[src/rtl/int_div_arbiter.sv]
// int_div_arbiter
// Round-robin arbiter that shares a single int_div_pipeline among num_req
// requesters. Each requester may have one divide pending. Operations are
// issued one at a time on the divider req/ack handshake, and each result is
// routed back to its requester with a one-cycle ack pulse.
//
// Optional feature, controlled by the macro INT_DIV_ARB_DIV0_BYPASS_EN:
//   When the macro is defined, a granted divide whose divisor is zero never
//   reaches the divider. It completes locally with quotient = all ones and
//   remainder = dividend. When the macro is undefined, a zero divisor is
//   forwarded to the divider like any other operand.
//
// Handshake semantics (requester side and divider side):
//   req[i]   is a one-cycle pulse. It is accepted only while requester i has
//            nothing pending. A pulse while a request is pending is dropped.
//   ack[i]   is a one-cycle pulse. quotient/remainder are valid only while
//            some ack bit is high.
//   div_req  is a one-cycle start pulse. div_a/div_b are held stable from that
//            pulse until the matching div_ack.
//   div_ack  is accepted only in WAIT. Outside WAIT it is ignored, which also
//            covers a stale ack that arrives after a reset.
module int_div_arbiter #(
    parameter int bitwidth = 32,
    parameter int num_req  = 4
) (
    input  logic                         clk,
    input  logic                         rst,
    input  logic [num_req-1:0]           req,
    input  logic [num_req*bitwidth-1:0]  a,
    input  logic [num_req*bitwidth-1:0]  b,
    output logic [num_req-1:0]           ack,
    output logic [bitwidth-1:0]          quotient,
    output logic [bitwidth-1:0]          remainder,
    output logic                         busy,
    output logic                         div_req,
    output logic [bitwidth-1:0]          div_a,
    output logic [bitwidth-1:0]          div_b,
    input  logic                         div_ack,
    input  logic [bitwidth-1:0]          div_quotient,
    input  logic [bitwidth-1:0]          div_remainder,
    output logic [1:0]                   state_dbg
);

    localparam int ptr_w = $clog2(num_req);

    typedef enum logic [1:0] {
        IDLE  = 2'd0,
        ISSUE = 2'd1,
        WAIT  = 2'd2,
        RESP  = 2'd3
    } state_t;

    state_t state;
    state_t state_next;

    logic [num_req-1:0]  pending;
    logic [bitwidth-1:0] op_a [num_req];
    logic [bitwidth-1:0] op_b [num_req];
    logic [ptr_w-1:0]    rr_ptr;
    logic [ptr_w-1:0]    grant;
    logic [ptr_w-1:0]    sel;
    logic                any_pending;
    logic                take;        // IDLE accepts the selected request
    logic                bypass_take; // accepted request completes without the divider
    logic                done;        // current operation completes at this edge
    logic [ptr_w-1:0]    done_idx;    // requester whose pending bit is cleared

    // Wrap-around increment of a requester pointer.
    function automatic logic [ptr_w-1:0] ptr_inc(input logic [ptr_w-1:0] p);
        if (int'(p) == num_req - 1) begin
            return '0;
        end
        return p + ptr_w'(1);
    endfunction

    assign any_pending = |pending;
    assign state_dbg   = state;

    // Round-robin pick: first pending requester at or above rr_ptr, with wrap.
    always_comb begin
        int   idx;
        logic found;
        sel   = rr_ptr;
        found = 1'b0;
        idx   = 0;
        for (int i = 0; i < num_req; i++) begin
            idx = int'(rr_ptr) + i;
            if (idx >= num_req) begin
                idx = idx - num_req;
            end
            if (!found && pending[ptr_w'(idx)]) begin
                found = 1'b1;
                sel   = ptr_w'(idx);
            end
        end
    end

    // Decide whether the picked request skips the divider.
    always_comb begin
        take = (state == IDLE) && any_pending;
`ifdef INT_DIV_ARB_DIV0_BYPASS_EN
        bypass_take = take && (op_b[sel] == '0);
`else
        bypass_take = 1'b0;
`endif
        done     = bypass_take || ((state == WAIT) && div_ack);
        done_idx = (state == IDLE) ? sel : grant;
    end

    // FSM state register.
    always_ff @(posedge clk or negedge rst) begin
        if (!rst) begin
            state <= IDLE;
        end else begin
            state <= state_next;
        end
    end

    // FSM next-state and the pulse outputs derived from the current state.
    always_comb begin
        state_next = state;
        div_req    = 1'b0;
        ack        = '0;
        busy       = (state != IDLE);
        case (state)
            IDLE: begin
                if (take) begin
                    state_next = bypass_take ? RESP : ISSUE;
                end
            end
            ISSUE: begin
                div_req    = 1'b1;
                state_next = WAIT;
            end
            WAIT: begin
                if (div_ack) begin
                    state_next = RESP;
                end
            end
            RESP: begin
                ack[grant] = 1'b1;
                state_next = IDLE;
            end
            default: begin
                state_next = IDLE;
            end
        endcase
    end

    // Request capture into per-requester operand slots; completion frees the slot.
    always_ff @(posedge clk or negedge rst) begin
        if (!rst) begin
            pending <= '0;
            for (int i = 0; i < num_req; i++) begin
                op_a[i] <= '0;
                op_b[i] <= '0;
            end
        end else begin
            for (int i = 0; i < num_req; i++) begin
                if (req[i] && !pending[i]) begin
                    pending[i] <= 1'b1;
                    op_a[i]    <= a[i*bitwidth +: bitwidth];
                    op_b[i]    <= b[i*bitwidth +: bitwidth];
                end
            end
            // A set above only happens when the bit is clear, and a clear here
            // only targets a bit that is set, so the two never collide.
            if (done) begin
                pending[done_idx] <= 1'b0;
            end
        end
    end

    // Grant, divider operands, results and the round-robin pointer.
    always_ff @(posedge clk or negedge rst) begin
        if (!rst) begin
            grant     <= '0;
            rr_ptr    <= '0;
            div_a     <= '0;
            div_b     <= '0;
            quotient  <= '0;
            remainder <= '0;
        end else begin
            if (take) begin
                grant <= sel;
                div_a <= op_a[sel];
                div_b <= op_b[sel];
            end
            if (bypass_take) begin
                quotient  <= '1;
                remainder <= op_a[sel];
                rr_ptr    <= ptr_inc(sel);
            end else if ((state == WAIT) && div_ack) begin
                quotient  <= div_quotient;
                remainder <= div_remainder;
                rr_ptr    <= ptr_inc(grant);
            end
        end
    end

endmodule
[config.mk]
export PLATFORM = sky130hd
export DESIGN_NAME = int_div_arbiter
export DESIGN_NICKNAME = d
export VERILOG_FILES = /design/src/rtl/int_div_arbiter.sv
export SDC_FILE = /design/constraint.sdc
export NUM_CORES = 1
export LEC_CHECK = 0
export CORE_ASPECT_RATIO = 0.9
export CORE_MARGIN = 10
export CORE_UTILIZATION = 48
export DETAILED_ROUTE_END_ITERATION = 7
export PLACE_DENSITY = 0.8
export RECOVER_POWER = 25
export SLEW_MARGIN = 15
export SYNTH_ARGS = -nofsm -noshare
export SYNTH_HDL_FRONTEND = slang
export SYNTH_SLANG_ARGS = --single-unit
[constraint.sdc]
create_clock -name clk -period 2.9 [get_ports clk]
set_clock_uncertainty 0.15 [all_clocks]
set_input_delay 0.435 -clock clk [delete_from_list [all_inputs] [get_ports clk]]
set_output_delay 0.435 -clock clk [all_outputs]
set_load 0.03 [all_outputs]
==> metrics.txt <==
FP Rows=64; DR WL/cell=24.2 µm; critical path arrival=~2.2 ns; Die Width=216 µm; RSZ-0062 raised after global routing=false; Setup crit start=state_dbg[0]; Mapped Area=0.0165 mm²; critical-path cell list=inv_1, ha_1, inv_1, clkdlybuf4s50_1; Synth Instances=1103; status=finished with violations; initial drt markers=549; routed vias=approximately 11000; Hold Worst Slack=0.338 ns; Max Transition Viols Final=71; Distinct cells, synth=31; Placer Congestion=around 0.8; Synth Flop Type=dfrtp_1; failing checks=max-capacitance violations, max-slew violations; register area=0.00986 mm²; GRT Residual Overflow=0; fill cell count=2374; worst reg2reg path startpoint=pending[3]; number of global-route vias before repair=12500; CTS clk-pin slew, worst paths=0.06 ns; drt pass-1 iters=4; #FFs+latches synth=394; mean post-synth cell area=15.0 µm²; WP data required=2.32 ns; Final Hold Viols=0; Worst-Skew Late Latency=0.53 ns; deepest clock path buffer count=3; Setup CP Type=register to output pin; fin nets=roughly 1900; # Max-Cap Violations=1; Worst Hold Path Cells=2; H-tree depth=2; # port buffers=462; Cell Pwr Density=1160 mW/mm²; Slowest-stage cell, CP=clkdlybuf4s50_1; Root Buffer=clkbuf_16; DIE HEIGHT=196 µm; Peak supply drop=809 µV; crit start category=register; Worst Setup End Kind=output pin; TritonCTS clock tree=done; ANT nets after route=0; Power Total=26900 µW; DIE AREA=0.0423 mm²; final WL=50200 µm; Final setup viols=0; FFs w/ async S/R, synth=1.00; fin crit share=0.955; Slew HR=-0.307; Leak=0.00985 µW; share of post-route cells with drive strength above 1=0.278; Placeable Area=0.0340 mm²; gr usage total=0.232; worst r2r path cells=7; CTS Buf Count=42; Least-Margin Pin Slew=1.96 ns; Post-Syn Nets=between 1000 and 1500; reg2reg end=div_b[31]; Reg2Reg Setup Slack=between 0.5 and 0.6 ns; Yosys Warn Count=0; Multi-input gate area=0.00622 mm²; Endpoint, Worst Hold=div_a[30]; number of synthesized flops with an enable pin=0; Vias/cell=approximately 5.4; initial core utilization=0.486; first-pass GRT wire length=76300 µm; pin count of the biggest net entering global routing=73; DP HPWL=35800 µm; area grow syn2layout=40.2%; hold_sp=div_a[30]; # DRC=0; TritonCTS Sinks=around 400; I/O pin count=463; Worst path max stage delay=0.72 ns; achievable clock frequency=around 360 MHz; min Tclk post-route=2.77 ns; Crit path top cell by count=inv_1; post-route setup TNS=0 ns; Seq/Total Area, Yosys=0.596; postcts setup bufs=0; initial antenna violation count=11; CP Max Fanout=6; worst hold path type=register to register
-- flip-flops by register name, indices dropped and copies added, names as in the netlist --
| register | count |
|---|---|
| op_a | 128 |
| grant | 2 |
| quotient | 32 |
| div_b | 32 |
| div_a | 32 |
| rr_ptr | 2 |
| op_b | 128 |
| pending | 4 |
| state_dbg | 2 |
| remainder | 32 |
-- metal layers --
metal  up-vias  GRT usage  routed length (µm)
met2       391      0.387               24900
met4         8     0.0719                1160
met5         -          0                  58
li1       4965          -                   -
met3        78     0.0780                3970
met1      5724      0.278               20100
-- what timing repair did --
| action | in CTS | in global routing |
|---|---|---|
| hold buffers | 1 | 0 |
| resized for setup | 0 | 0 |
| endpoints found under the setup margin | 0 | 0 |
| endpoints found under the hold margin | 61 | 0 |
-- cell type report --
type                            count  area share
Sequential cell                   394       0.425
Multi-Input combinational cell    632       0.268
Timing Repair Buffer              497       0.218
Clock buffer                       65      0.0569
Tap cell                          462      0.0249
Clock inverter                     12     0.00550
Inverter                            6    0.000971
Antenna cell                        7    0.000755
-- power breakdown --
part           switching (µW)  total, µW  internal [µW]
logic                    5910      11600           5740
registers                1560       9790           8230
clock network            2170       5490           3310
total                    9640      26900          17300
-- how the worst max path moves through the flow --
stage               cells after the start  slack [ns]   endpoint
finish                                  4        0.13       busy
global route                            4        0.01       busy
CTS                                     4        0.09       busy
detailed placement                      6        0.59   div_b[8]
global placement                        6        0.63   div_b[8]
floorplan                               8        0.59  div_a[11]
-- worst max-delay path: cells and delay by family, from the launching register on --
| family | cells | cell delay (ns) |
|---|---|---|
| adders and majority gates | 1 | 0.31 |
| DFF | 1 | 0.41 |
| buffers and inverters | 3 | 0.93 |
-- cells in the mapped netlist (4+ instances only) --
cell type	instances	share of area
mux2i_1	130	0.079
buf_12	10	0.012
inv_1	6	0.0014
o32a_1	4	0.0024
nor2b_1	7	0.0026
nand2_1	69	0.016
mux2_2	322	0.22
ha_1	9	0.0068
and2_1	6	0.0023
o221ai_1	55	0.029
o221ai_2	9	0.0082
buf_1	5	0.0011
dfrtp_1	394	0.60
buf_2	21	0.0064
clkbuf_1	31	0.0070
-- kinds of logic (layout without fill, tap and decap cells) --
group | Yosys count | after routing | share of synthesized area
compound gates | 78 | 78 | 0.0442
fa+ha+maj | 9 | 9 | 0.00681
buf+inv | 77 | 580 | 0.0305
flops | 394 | 394 | 0.596
mux | 452 | 452 | 0.298
other cells | 0 | 7 | 0
simple gates | 93 | 93 | 0.0245
-- layout by cell type, fill, tap and decap left out, types with 6 or more instances in the layout --
master,n
diode_2,7
mux2i_1,130
nand2_1,68
o221ai_1,55
clkbuf_2,6
clkbuf_16,43
mux2_2,322
dfrtp_1,394
inv_1,6
o221ai_2,9
clkbuf_1,6
buf_12,13
ha_1,9
clkbuf_8,16
clkdlybuf4s50_1,461
buf_4,12
-- per-stage QoR --
step,setup slack (ns),util,std cells,cell area (µm²)
finish,0.131,0.682,2075,23200
floorplan,0.586,-,1103,16500
global placement,0.632,0.640,1990,21800
CTS,0.0910,0.682,2068,23200
global route,0.0149,0.682,2075,23200
detailed placement,0.590,0.640,1990,21800
Note: power is estimated with default switching activity, not from simulation.
